`config.mk`:
```
export PLATFORM = sky130hd
export DESIGN_NAME = mul_sequencer
export DESIGN_NICKNAME = d
export VERILOG_FILES = /design/src/rtl/mul_sequencer_pkg.sv /design/src/rtl/mul_datapath.sv /design/src/rtl/mul_sequencer.sv
export SDC_FILE = /design/constraint.sdc
export NUM_CORES = 1
export LEC_CHECK = 0
export BUFFER_PORTS_ARGS = -buffer_cell sky130_fd_sc_hd__buf_2
export CORE_UTILIZATION = 35
export CTS_BUF_LIST = sky130_fd_sc_hd__clkbuf_4
export CTS_CLUSTER_SIZE = 8
export DETAILED_ROUTE_END_ITERATION = 6
export PLACE_DENSITY_LB_ADDON = 0.1
export SLEW_MARGIN = 20
export SYNTH_ARGS = -nofsm -noshare
export SYNTH_HDL_FRONTEND = slang
export SYNTH_HIERARCHICAL = 1
export SYNTH_SLANG_ARGS = --single-unit
export TNS_END_PERCENT = 10
```
`constraint.sdc`:
```
create_clock -name clk -period 4.6 [get_ports clk]
set_input_delay 0.69 -clock clk [delete_from_list [all_inputs] [get_ports clk]]
set_output_delay 0.69 -clock clk [all_outputs]
set_load 0.02 [all_outputs]
```
`src/rtl/mul_sequencer_pkg.sv`:
```
// ============================================================================
// mul_sequencer_pkg : shared state encoding and size defaults for the
//                     iterative shift-add multiplier.
// Revision 1.0
// ============================================================================
`default_nettype none

package mul_sequencer_pkg;

  localparam int C_WIDTH_DEFAULT = 32;
  localparam int C_CNT_W_DEFAULT = 5;

  typedef enum logic [1:0] {
    IDLE = 2'd0,
    RUN  = 2'd1,
    DONE = 2'd2
  } mul_state_e;

endpackage

`default_nettype wire

```
`src/rtl/mul_datapath.sv`:
```
// ============================================================================
// mul_datapath : operand shift registers, accumulator adder and the
//                registered result/flags of the shift-add multiplier.
// Revision 1.0
// ============================================================================
`default_nettype none

module mul_datapath
  import mul_sequencer_pkg::*;
#(
  parameter int WIDTH = C_WIDTH_DEFAULT
) (
  input  logic             clk,
  input  logic             reset,
  input  logic             load,
  input  logic             step,
  input  logic             finish,
  input  logic             mul_acc,
  input  logic [WIDTH-1:0] src_a,
  input  logic [WIDTH-1:0] src_b,
  input  logic [WIDTH-1:0] acc_in,
  output logic [WIDTH-1:0] result,
  output logic [1:0]       flags
);

  logic [WIDTH-1:0] mcand_q, mcand_d;
  logic [WIDTH-1:0] mplier_q, mplier_d;
  logic [WIDTH-1:0] acc_q, acc_d;
  logic [WIDTH-1:0] result_q, result_d;
  logic [1:0]       flags_q, flags_d;
  logic [WIDTH-1:0] w_sum;

  // Partial-product add for the current iteration; wraps modulo 2^WIDTH.
  assign w_sum = acc_q + (mplier_q[0] ? mcand_q : '0);

  always_comb begin
    mcand_d  = mcand_q;
    mplier_d = mplier_q;
    acc_d    = acc_q;
    result_d = result_q;
    flags_d  = flags_q;
    if (load) begin
      mcand_d  = src_a;
      mplier_d = src_b;
      acc_d    = mul_acc ? acc_in : '0;
    end else if (step) begin
      acc_d    = w_sum;
      mcand_d  = mcand_q << 1;
      mplier_d = mplier_q >> 1;
    end
    // The final iteration's sum goes straight to the output register.
    if (finish) begin
      result_d = w_sum;
      flags_d  = {w_sum[WIDTH-1], (w_sum == '0)};
    end
  end

  always_ff @(posedge clk or posedge reset) begin
    if (reset) begin
      mcand_q  <= '0;
      mplier_q <= '0;
      acc_q    <= '0;
      result_q <= '0;
      flags_q  <= '0;
    end else begin
      mcand_q  <= mcand_d;
      mplier_q <= mplier_d;
      acc_q    <= acc_d;
      result_q <= result_d;
      flags_q  <= flags_d;
    end
  end

  assign result = result_q;
  assign flags  = flags_q;

endmodule

`default_nettype wire

```
`src/rtl/mul_sequencer.sv`:
```
// ============================================================================
// mul_sequencer : FSM and iteration counter driving a WIDTH-cycle shift-add
//                 MUL/MLA, with pipeline stall and done-pulse handshake.
// Revision 1.0
// ============================================================================
`default_nettype none

module mul_sequencer
  import mul_sequencer_pkg::*;
#(
  parameter int WIDTH = C_WIDTH_DEFAULT,
  parameter int CNT_W = C_CNT_W_DEFAULT
) (
  input  logic             clk,
  input  logic             reset,
  input  logic             StartE,
  input  logic             MulAccE,
  input  logic [WIDTH-1:0] SrcAE,
  input  logic [WIDTH-1:0] SrcBE,
  input  logic [WIDTH-1:0] AccE,
  input  logic             FlushE,
  output logic             StallMul,
  output logic             DoneM,
  output logic [WIDTH-1:0] ResultM,
  output logic [1:0]       MulFlagsM
);

  localparam logic [CNT_W-1:0] C_LAST = CNT_W'(WIDTH - 1);

  mul_state_e       state_q, state_d;
  logic [CNT_W-1:0] cnt_q, cnt_d;
  logic             w_load;
  logic             w_step;
  logic             w_finish;

  always_comb begin
    state_d  = state_q;
    cnt_d    = cnt_q;
    w_load   = 1'b0;
    w_step   = 1'b0;
    w_finish = 1'b0;
    StallMul = 1'b0;
    DoneM    = 1'b0;
    case (state_q)
      IDLE: begin
        if (StartE && !FlushE) begin
          StallMul = 1'b1;
          w_load   = 1'b1;
          cnt_d    = '0;
          state_d  = RUN;
        end
      end
      RUN: begin
        StallMul = 1'b1;
        if (FlushE) begin
          cnt_d   = '0;
          state_d = IDLE;
        end else begin
          w_step = 1'b1;
          cnt_d  = cnt_q + 1'b1;
          if (cnt_q == C_LAST) begin
            w_finish = 1'b1;
            state_d  = DONE;
          end
        end
      end
      DONE: begin
        DoneM   = 1'b1;
        state_d = IDLE;
      end
      default: state_d = IDLE;
    endcase
  end

  always_ff @(posedge clk or posedge reset) begin
    if (reset) begin
      state_q <= IDLE;
      cnt_q   <= '0;
    end else begin
      state_q <= state_d;
      cnt_q   <= cnt_d;
    end
  end

  mul_datapath #(
    .WIDTH (WIDTH)
  ) u_datapath (
    .clk     (clk),
    .reset   (reset),
    .load    (w_load),
    .step    (w_step),
    .finish  (w_finish),
    .mul_acc (MulAccE),
    .src_a   (SrcAE),
    .src_b   (SrcBE),
    .acc_in  (AccE),
    .result  (ResultM),
    .flags   (MulFlagsM)
  );

endmodule

`default_nettype wire

```
==> flow_metrics.py, run 1 <==
metrics = {
    "cts": {
        "clk_pin_slew_ps": 130,
        "clockRootBuffer": "clkbuf_4",
        "clock-sinks": 136,
        "htreeDepth": 4,
        "post-cts-setup-buffer-count": 0,
        "clk_path_buf_depth": 2,
        "cts_buffers": 17,
        "cts_tree": "yes",
        "clock_latency_ps": 550,
        "cts.hold.buffers_added": 0,
        "ctsResizeCount": 0,
    },
    "setup_path": {
        "start_kind": "flop",
        "slowest_stage": "fa_1",
        "cp-startpoint": "u_datapath/mplier_q[0]",
        "cp_num_buf_inv": 1,
        "criticalPathCategory": "reg -> reg",
        "crit_path_max_fanout": 15,
        "cp-end-kind": "flop",
        "crit_arrival_ps": 4260,
        "cp_data_required_time_ps": 5080,
        "crit_chain": "buf_4, and2_1, ha_1, fa_1, a21oi_1, o221ai_2, a211oi_2, xor2_1, nand4_1, or4_1, nor4_1, nand4b_1, o21ai_1",
        "crit-reg2reg-launch": "u_datapath/mplier_q[0]",
        "cp_top_family": "simple AND/OR/NAND/NOR gates",
        "max_stage_delay_ps": 460,
    },
    "placement": {
        "post-dp-hpwl_microns": 17000,
        "place.port_buffers": 136,
        "dp_slack_ps": 832,
        "place_area_sq_mm": 0.00935,
        "place.gp.congestion": 0.841,
    },
    "yosys": {
        "synth.distinct_cells": 79,
        "synthTopCellsByArea": "dfrtp_1 (40%), mux2i_1 (11%), o21ai_0 (6.9%), nand2_1 (6.0%), ha_1 (4.9%)",
        "yosys.area.top_type": "dfrtp_1",
        "synth_flop_cell": "dfrtp_1",
        "ys_ff_latch": 136,
        "async_flop_share_pct": 100,
        "synth_common_cells": "dfrtp_1 (136), nand2_1 (134), o21ai_0 (116)",
        "synthesis.area_sq_mm": 0.00842,
        "synth-edff-count": 0,
        "postSynthCellCount": 903,
        "synth-seq-area-share_pct": 40.4,
        "yosysWarnings": 6,
        "synth_top_area_share_pct": 40.4,
        "synth_nets": 1038,
        "synth.most_common_cell": "dfrtp_1",
        "syn_avg_cell_area_sq_um": 9.33,
    },
    "timing": {
        "fin_crit_ps": 3780,
        "tightestPinTransition_ps": 923,
        "whs_ps": 85.6,
        "slew_headroom_pct": 38.5,
        "worst_slack_ps": 823,
        "hold_viol": 0,
        "finalSetupTns_ps": 0,
        "timing.fmax_ghz": 0.265,
        "timing.final.max_slew_violations": 0,
        "period_share_pct": 82.1,
        "setup_viol": 0,
        "rsz0062_at_grt": "false",
        "fin_skew_ps": 27.1,
    },
    "routing": {
        "vias": 6920,
        "routedWlPerCell_microns": 17.3,
        "drt-pass1-iter-count": 5,
        "drc": 0,
        "drtAntennaViolNets": 0,
        "wl_microns": 23400,
        "drt-initial-drc-count": 347,
        "via_per_inst": 5.12,
    },
    "finish": {
        "layout.nets": 1151,
        "area_growth_syn_to_layout_pct": 14.0,
        "drive_gt1_share_pct": 22.3,
        "design_area_sq_mm": 0.00961,
    },
    "die": {
        "core_area_sq_mm": 0.0235,
        "die-area_sq_mm": 0.0247,
        "num_rows": 56,
        "num_io_pins": 137,
        "die_width_microns": 157,
        "floorplan.initialDensity_pct": 35.8,
        "fp.dieH_microns": 157,
    },
    "run": {
        "cap_violations": 0,
    },
    "global_route": {
        "antenna_found_initial": 6,
        "grt_pass1_wl_microns": 38000,
        "gr-total-overflow": 0,
        "track_usage_pct": 19.9,
        "grt_pass1_vias": 6979,
        "grt_max_degree": 106,
    },
    "pwr": {
        "p_per_area_mw_per_mm2": 452,
        "ir_worst_vdd_v": 0.000141,
        "power.leakage_uw": 0.00436,
    },
    "min_path": {
        "hp-class": "in -> async",
    },
    "status": {
        "status": "complete, no violations",
    },
}
[cell usage in the layout, fill, tap and decap left out, types with 4 or more instances in the layout]
master / count
o21ai_1: 4
mux2i_1: 89
diode_2: 5
nor3b_1: 4
a211o_1: 4
and2_1: 38
nor3_1: 12
buf_2: 136
dfrtp_1: 136
nand2_1: 134
xor2_1: 10
nor2b_1: 6
clkbuf_4: 19
nor4_1: 6
a211oi_1: 8
nand3_1: 13
o211ai_1: 8
nor2_1: 30
a31oi_1: 4
mux2_2: 26
inv_1: 16
xnor2_1: 8
and3_1: 5
o21bai_1: 4
nand2b_1: 8
ha_1: 33
a21oi_1: 37
buf_4: 11
nand4_1: 7
or3_1: 5
o21ai_0: 116
a21o_1: 8
[sequential cells by signal (all words and copies together) (netlist names)]
register,count
u_datapath/result,32
u_datapath/acc_q,32
u_datapath/mplier_q,32
cnt_q,5
u_datapath/mcand_q,32
u_datapath/flags,1
state_q,2
[area by class of cell]
type                    count  area [sq um]
clock inverters            11           101
repair buffers            147           763
clock buffers              19           143
multi-input cells         696          4710
diodes                      5          12.5
flip-flops and latches    136          3400
fillers                  2455         13900
well taps                 319           399
inverters                  18          75.1
[through the flow]
stage / power [uW] / cells / util [%]
final: 4350 / 1351 / 40.8
after global routing: 4710 / 1348 / 40.8
after global placement: 3610 / 1316 / 39.7
after floorplan: 3100 / 903 / -
after CTS: 4390 / 1346 / 40.8
after detailed placement: 3610 / 1316 / 39.7
[metal layers]
layer | wire, microns | track usage, % | up-vias
met5 | 8 | 0 | -
met4 | 259 | 4.76 | 2
met3 | 1030 | 4.68 | 19
met2 | 10300 | 30.3 | 125
met1 | 11900 | 28.3 | 3292
li1 | - | - | 3482
[path summary, 6_finish.rpt]
path / slack (ps) / cells past startpoint / end
worst max-delay path: 820 / 13 / u_datapath/flags[0]
worst min register to register: 510 / 1 / u_datapath/result[17]
worst min-delay path: 90 / 2 / cnt_q[4]
worst max register to register: 820 / 13 / u_datapath/flags[0]
min in group clk: 330 / 3 / u_datapath/mplier_q[30]
max in group asynchronous: 3490 / 3 / u_datapath/acc_q[21]
[logic make-up after synthesis]
group / Yosys count / share of synthesized area (%)
mux: 115 / 14.1
simple gates: 289 / 16.7
buf+inv: 71 / 3.77
xor+xnor: 18 / 1.87
compound gates: 240 / 18.0
flops: 136 / 40.4
fa+ha+maj: 34 / 5.14
[power by group]
part           leakage [uW]  total [uW]  internal (uW)  switching (uW)
Clock              0.000129         759            275             484
Combinational       0.00249        1930            756            1170
Sequential          0.00175        1660           1460             198
Note: power is estimated with default switching activity, not from simulation.
==> inputs of run 2 (changes only) <==
- clock period: 4.6 -> 3.8 ns (I/O delays scaled with it)
==> run 2 against run 1 <==
Compared with the run above:
- power up 27%
- worst hold slack better by 120 ps
- combinational power up 24%
- via count up 0.25%
- non-clock buffer count up 8
- largest cell class unchanged
- critical path depth unchanged
- sequential power up 20%
- count of clock-buffer cells in the layout down 1
- clock skew down 6.5 ps
- final area up 1.8%
==> flow_metrics.py, run 2 (synthesis gave the netlist of run 1 again) <==
metrics = {
    "die": {
        "die-area_sq_mm": 0.0247,
        "core_area_sq_mm": 0.0235,
        "floorplan.initialDensity_pct": 35.8,
        "num_rows": 56,
        "num_io_pins": 137,
        "fp.dieH_microns": 157,
        "die_width_microns": 157,
    },
    "cts": {
        "clk_pin_slew_ps": 130,
        "clock_latency_ps": 560,
        "clock-sinks": 136,
        "cts_tree": "yes",
        "clockRootBuffer": "clkbuf_4",
        "htreeDepth": 4,
        "clk_path_buf_depth": 2,
        "cts_buffers": 17,
    },
    "timing": {
        "fin_crit_ps": 3540,
        "tightestPinTransition_ps": 971,
        "rsz0062_at_grt": "false",
        "timing.final.max_slew_violations": 0,
        "setup_viol": 0,
        "period_share_pct": 93.1,
        "finalSetupTns_ps": 0,
        "hold_viol": 0,
        "fin_skew_ps": 20.6,
        "whs_ps": 204,
        "slew_headroom_pct": 35.3,
        "timing.fmax_ghz": 0.283,
    },
    "routing": {
        "drt-initial-drc-count": 335,
        "drt-pass1-iter-count": 5,
        "vias": 6937,
        "routedWlPerCell_microns": 16.9,
        "via_per_inst": 5.11,
        "drtAntennaViolNets": 0,
        "wl_microns": 23000,
        "drc": 0,
    },
    "setup_path": {
        "rr_worst_depth": 13,
        "crit_arrival_ps": 4020,
        "max_stage_delay_ps": 560,
        "slowest_stage": "or4_1",
        "cp_top_family": "simple AND/OR/NAND/NOR gates",
        "reg2reg_to": "u_datapath/flags[0]",
        "criticalPathCategory": "reg -> reg",
        "cp_num_buf_inv": 2,
        "r2r_slack_ps": 260,
        "crit_chain": "buf_4, and2_1, ha_1, o211ai_1, o21ai_2, buf_4, o2111ai_2, nand2_1, xor2_1, or4_1, nor4_2, nand4b_1, o21ai_1",
        "crit_top_cell": "buf_4",
        "start_kind": "flop",
        "cp_data_required_time_ps": 4290,
        "cp-end-kind": "flop",
        "crit_path_max_fanout": 14,
        "crit-reg2reg-launch": "u_datapath/mplier_q[0]",
    },
    "finish": {
        "multi_input_area_sq_mm": 0.00472,
        "layout.nets": 1159,
        "drive_gt1_share_pct": 23.1,
        "seq_area_sq_mm": 0.00340,
        "area_growth_syn_to_layout_pct": 16.1,
        "final_cell_mix": "dfrtp_1 (136), buf_2 (136), nand2_1 (134)",
        "fill_cells": 2445,
    },
    "global_route": {
        "grt_use_met1_pct": 26.3,
        "grt_max_degree": 163,
        "antenna_found_initial": 4,
        "track_usage_pct": 19.5,
        "grt_pass1_vias": 6989,
        "top_usage_layer": "met2",
        "gr-total-overflow": 0,
        "grt_use_met2_pct": 31.0,
        "use_met3_pct": 4.93,
        "grt_pass1_wl_microns": 37300,
    },
    "pwr": {
        "ir_worst_vdd_v": 0.000216,
        "power.leakage_uw": 0.00445,
        "p_per_area_mw_per_mm2": 565,
        "p_total_uw": 5520,
    },
    "placement": {
        "post-dp-hpwl_microns": 16400,
        "place.gp.congestion": 0.876,
        "place.port_buffers": 136,
    },
    "min_path": {
        "min_to": "u_datapath/mcand_q[27]",
        "hp-class": "in -> reg",
        "whs_path_depth": 3,
        "hp-start": "SrcAE[27]",
    },
    "run": {
        "cap_violations": 0,
    },
    "status": {
        "status": "complete, no violations",
    },
}
## run 2: report_power, final
part           switching, uW  leakage (uW)  internal, uW
Sequential               230       0.00175          1770
Clock                    582      0.000175           535
Combinational           1440       0.00253           965
Total                   2250       0.00445          3270
## run 2: worst max path at each step
stage	start	to	slack, ps	cells after the start
2_1_floorplan	u_datapath/mplier_q[0]	u_datapath/flags[0]	550	13
3_3_place_gp	u_datapath/mplier_q[0]	u_datapath/flags[0]	250	12
3_5_place_dp	u_datapath/mcand_q[0]	u_datapath/flags[0]	220	12
4_1_cts	u_datapath/mcand_q[0]	u_datapath/flags[0]	180	12
5_1_grt	u_datapath/mplier_q[0]	u_datapath/flags[0]	20	13
6_report	u_datapath/mplier_q[0]	u_datapath/flags[0]	260	13
## run 2: final cells by class
| cell class | instances | area share [%] |
|---|---|---|
| flip-flops and latches | 136 | 34.8 |
| inverters | 18 | 0.755 |
| well taps | 319 | 4.08 |
| multi-input cells | 696 | 48.3 |
| repair buffers | 155 | 8.70 |
| clock inverters | 14 | 1.98 |
| diodes | 1 | 0.0256 |
| clock buffers | 18 | 1.38 |
## run 2: metal layers
| layer | wire length, microns | part of all wire (%) | up-vias |
|---|---|---|---|
| li1 | - | - | 3486 |
| met4 | 244 | 1.1 | 4 |
| met5 | 31 | 0.13 | - |
| met1 | 11100 | 48 | 3292 |
| met2 | 10500 | 46 | 134 |
| met3 | 1090 | 4.7 | 21 |
## run 2: timing repair
action | in CTS | in global routing
hold endpoints to repair | 7 | 0
resized for setup | 0 | 2
buffers inserted | 0 | 2
setup endpoints to repair | 0 | 1
hold buffers | 1 | 0
## run 2: stage by stage
step | utilization [%] | setup WS, ps | cells | cell area [sq um]
floorplan | - | 550 | 903 | 8430
global placement | 40.0 | 254 | 1321 | 9410
detailed placement | 40.0 | 216 | 1321 | 9410
CTS | 41.4 | 178 | 1354 | 9750
global route | 41.5 | 22.4 | 1357 | 9780
finish | 41.5 | 264 | 1357 | 9780
## run 2: worst min-delay path, cell delays in order
cell and delay (ps):
buf_2 70, nand2_1 40, o21ai_0 50
==> inputs of run 3 (changes only) <==
--- a/config.mk
+++ b/config.mk
@@ -8,2 +8,3 @@
 export BUFFER_PORTS_ARGS = -buffer_cell sky130_fd_sc_hd__buf_2
+export CORE_ASPECT_RATIO = 1.25
 export CORE_UTILIZATION = 35
--- a/constraint.sdc
+++ b/constraint.sdc
@@ -3,2 +3,2 @@
 set_output_delay 0.57 -clock clk [all_outputs]
-set_load 0.02 [all_outputs]
+set_load 0.1 [all_outputs]
==> run 3 against run 2 <==
Compared with the run above:
- final area fell by 0.52%
- die area barely moved
- highest routed layer unchanged
- cell count fell by 1.5%
- non-clock buffer count rose by 4
- register-to-register slack improved by 50 ps
- sequential power barely moved
==> flow_metrics.py, run 3 (synthesis gave the netlist of run 1 again) <==
metrics = {
    "die": {
        "floorplan.initialDensity_pct": 35.6,
        "num_rows": 63,
        "num_io_pins": 137,
        "die_width_microns": 141,
        "core_area_sq_mm": 0.0236,
        "die-area_sq_mm": 0.0247,
        "fp.dieH_microns": 175,
    },
    "routing": {
        "via_per_inst": 5.20,
        "wl_microns": 22900,
        "drc": 0,
        "routedWlPerCell_microns": 17.1,
        "drt-pass1-iter-count": 7,
        "vias": 6959,
        "drt-initial-drc-count": 390,
        "drtAntennaViolNets": 0,
    },
    "timing": {
        "period_share_pct": 91.7,
        "timing.fmax_ghz": 0.287,
        "tightestPinTransition_ps": 1050,
        "setup_viol": 0,
        "slew_headroom_pct": 30.3,
        "timing.final.max_slew_violations": 0,
        "hold_viol": 0,
        "fin_skew_ps": 29.6,
        "finalSetupTns_ps": 0,
        "worst_slack_ps": 315,
        "fin_crit_ps": 3480,
        "rsz0062_at_grt": "false",
    },
    "pwr": {
        "power.leakage_uw": 0.00445,
        "combPwrFrac_pct": 45.1,
        "p_sw_uw": 2280,
        "internal-power_uw": 3130,
        "swShare_pct": 42.1,
        "p_per_area_mw_per_mm2": 556,
        "clockPowerShare_pct": 17.8,
        "seq_power_share_pct": 37.1,
        "ir_worst_vdd_v": 0.000206,
    },
    "global_route": {
        "grt_max_degree": 163,
        "antenna_found_initial": 4,
        "grt_pass1_wl_microns": 36900,
        "gr-total-overflow": 0,
        "track_usage_pct": 19.3,
        "grt_pass1_vias": 6877,
    },
    "placement": {
        "dp_slack_ps": 201,
        "place.gp.congestion": 0.848,
        "place.port_buffers": 136,
        "post-dp-hpwl_microns": 16600,
    },
    "run": {
        "cap_violations": 0,
    },
    "finish": {
        "fill_cells": 2446,
        "area_growth_syn_to_layout_pct": 15.5,
        "layout.nets": 1163,
        "drive_gt1_share_pct": 23.4,
        "final_cell_mix": "dfrtp_1 (136), buf_2 (136), nand2_1 (134)",
    },
    "cts": {
        "clock_latency_ps": 560,
        "htreeDepth": 4,
        "cts_buffers": 17,
        "clockRootBuffer": "clkbuf_4",
        "clock-sinks": 136,
        "clk_pin_slew_ps": 140,
        "clk_path_buf_depth": 2,
        "cts_tree": "yes",
    },
    "setup_path": {
        "start_kind": "flop",
        "criticalPathCategory": "reg -> reg",
        "crit_chain": "buf_4, and2_1, fa_1, a21oi_1, o221ai_2, a211oi_2, xor2_1, nand4_1, or4_1, nor4_2, buf_4, nand4b_1, o21ai_1",
        "cp-end-kind": "flop",
        "crit-reg2reg-launch": "u_datapath/mplier_q[0]",
        "cp-startpoint": "u_datapath/mplier_q[0]",
        "crit_top_cell": "buf_4",
        "cp_data_required_time_ps": 4300,
        "max_stage_delay_ps": 470,
        "slowest_stage": "fa_1",
        "crit_path_max_fanout": 13,
        "crit_arrival_ps": 3990,
    },
    "min_path": {
        "hp-start": "SrcBE[18]",
        "hp-class": "in -> reg",
    },
    "status": {
        "status": "complete, no violations",
    },
}
-- run 3: changes by cell type in the layout (fill, tap and decap cells not counted) --
| cell | change |
|---|---|
| buf_4 | +4 |
| bufinv_16 | -3 |
| clkbuf_4 | +2 |
| clkinvlp_4 | -1 |
| diode_2 | +3 |
| inv_6 | +1 |
| inv_8 | +1 |
| o21ai_2 | -1 |
| o21ai_4 | +1 |
-- run 3: path summary, 6_finish.rpt --
check	end	slack (ps)	cells after the start
worst max-delay path	u_datapath/flags[0]	320	13
worst max register to register	u_datapath/flags[0]	320	13
max in group asynchronous	u_datapath/mcand_q[21]	2460	4
worst min register to register	u_datapath/result[19]	520	1
min in group asynchronous	cnt_q[2]	500	3
worst min-delay path	u_datapath/mplier_q[18]	210	3
-- run 3: routing by layer --
| layer | vias up | wire length [microns] | track usage [%] |
|---|---|---|---|
| li1 | 3508 | - | - |
| met1 | 3303 | 11200 | 27.1 |
| met2 | 127 | 10500 | 30.0 |
| met3 | 19 | 903 | 4.20 |
| met4 | 2 | 285 | 5.12 |
| met5 | - | 8 | 0 |
-- run 3: final cells by class --
type                       count  area, sq um  area share (%)
timing repair buffer         159          881            9.05
multi-input combinational    696         4730            48.6
tap                          292          365            3.76
sequential                   136         3400            35.0
inverter                      18         73.8           0.759
clock inverter                12          116            1.20
antenna                        4         10.0           0.103
clock buffer                  20          150            1.54
-- run 3: timing repair --
item | 4_1_cts | 5_1_grt
hold buffers | 1 | 0
resized for setup | 0 | 3
endpoints found under the setup margin | 0 | 1
setup buffers | 0 | 0
endpoints found under the hold margin | 7 | 0
-- run 3: through the flow --
step           total power, uW  hold WS [ps]  instances  cell area, sq um  utilization, %
6_report                  5410           208       1337              9730            41.1
3_5_place_dp              4470           492       1300              9420            39.8
3_3_place_gp              4450           486       1300              9420            39.8
5_1_grt                   5840           170       1335              9720            41.1
2_1_floorplan             3760           373        903              8430               -
4_1_cts                   5450           163       1333              9700            41.0
-- run 3: critical path: cells and delay by family, from the launching register on --
| family | cells | cell delay (ps) |
|---|---|---|
| xor+xnor | 1 | 230 |
| fa+ha+maj | 1 | 470 |
| buf+inv | 2 | 350 |
| flops | 1 | 430 |
| compound gates | 4 | 860 |
| simple gates | 5 | 1120 |
-- run 3: power by group through the flow --
stage	Clock [uW]	Sequential [uW]	Combinational, uW
4_1_cts	1000	2010	2440
5_1_grt	1050	2060	2730
3_5_place_dp	0	2040	2430
3_3_place_gp	0	2040	2410
2_1_floorplan	0	1950	1820
6_report	961	2010	2440
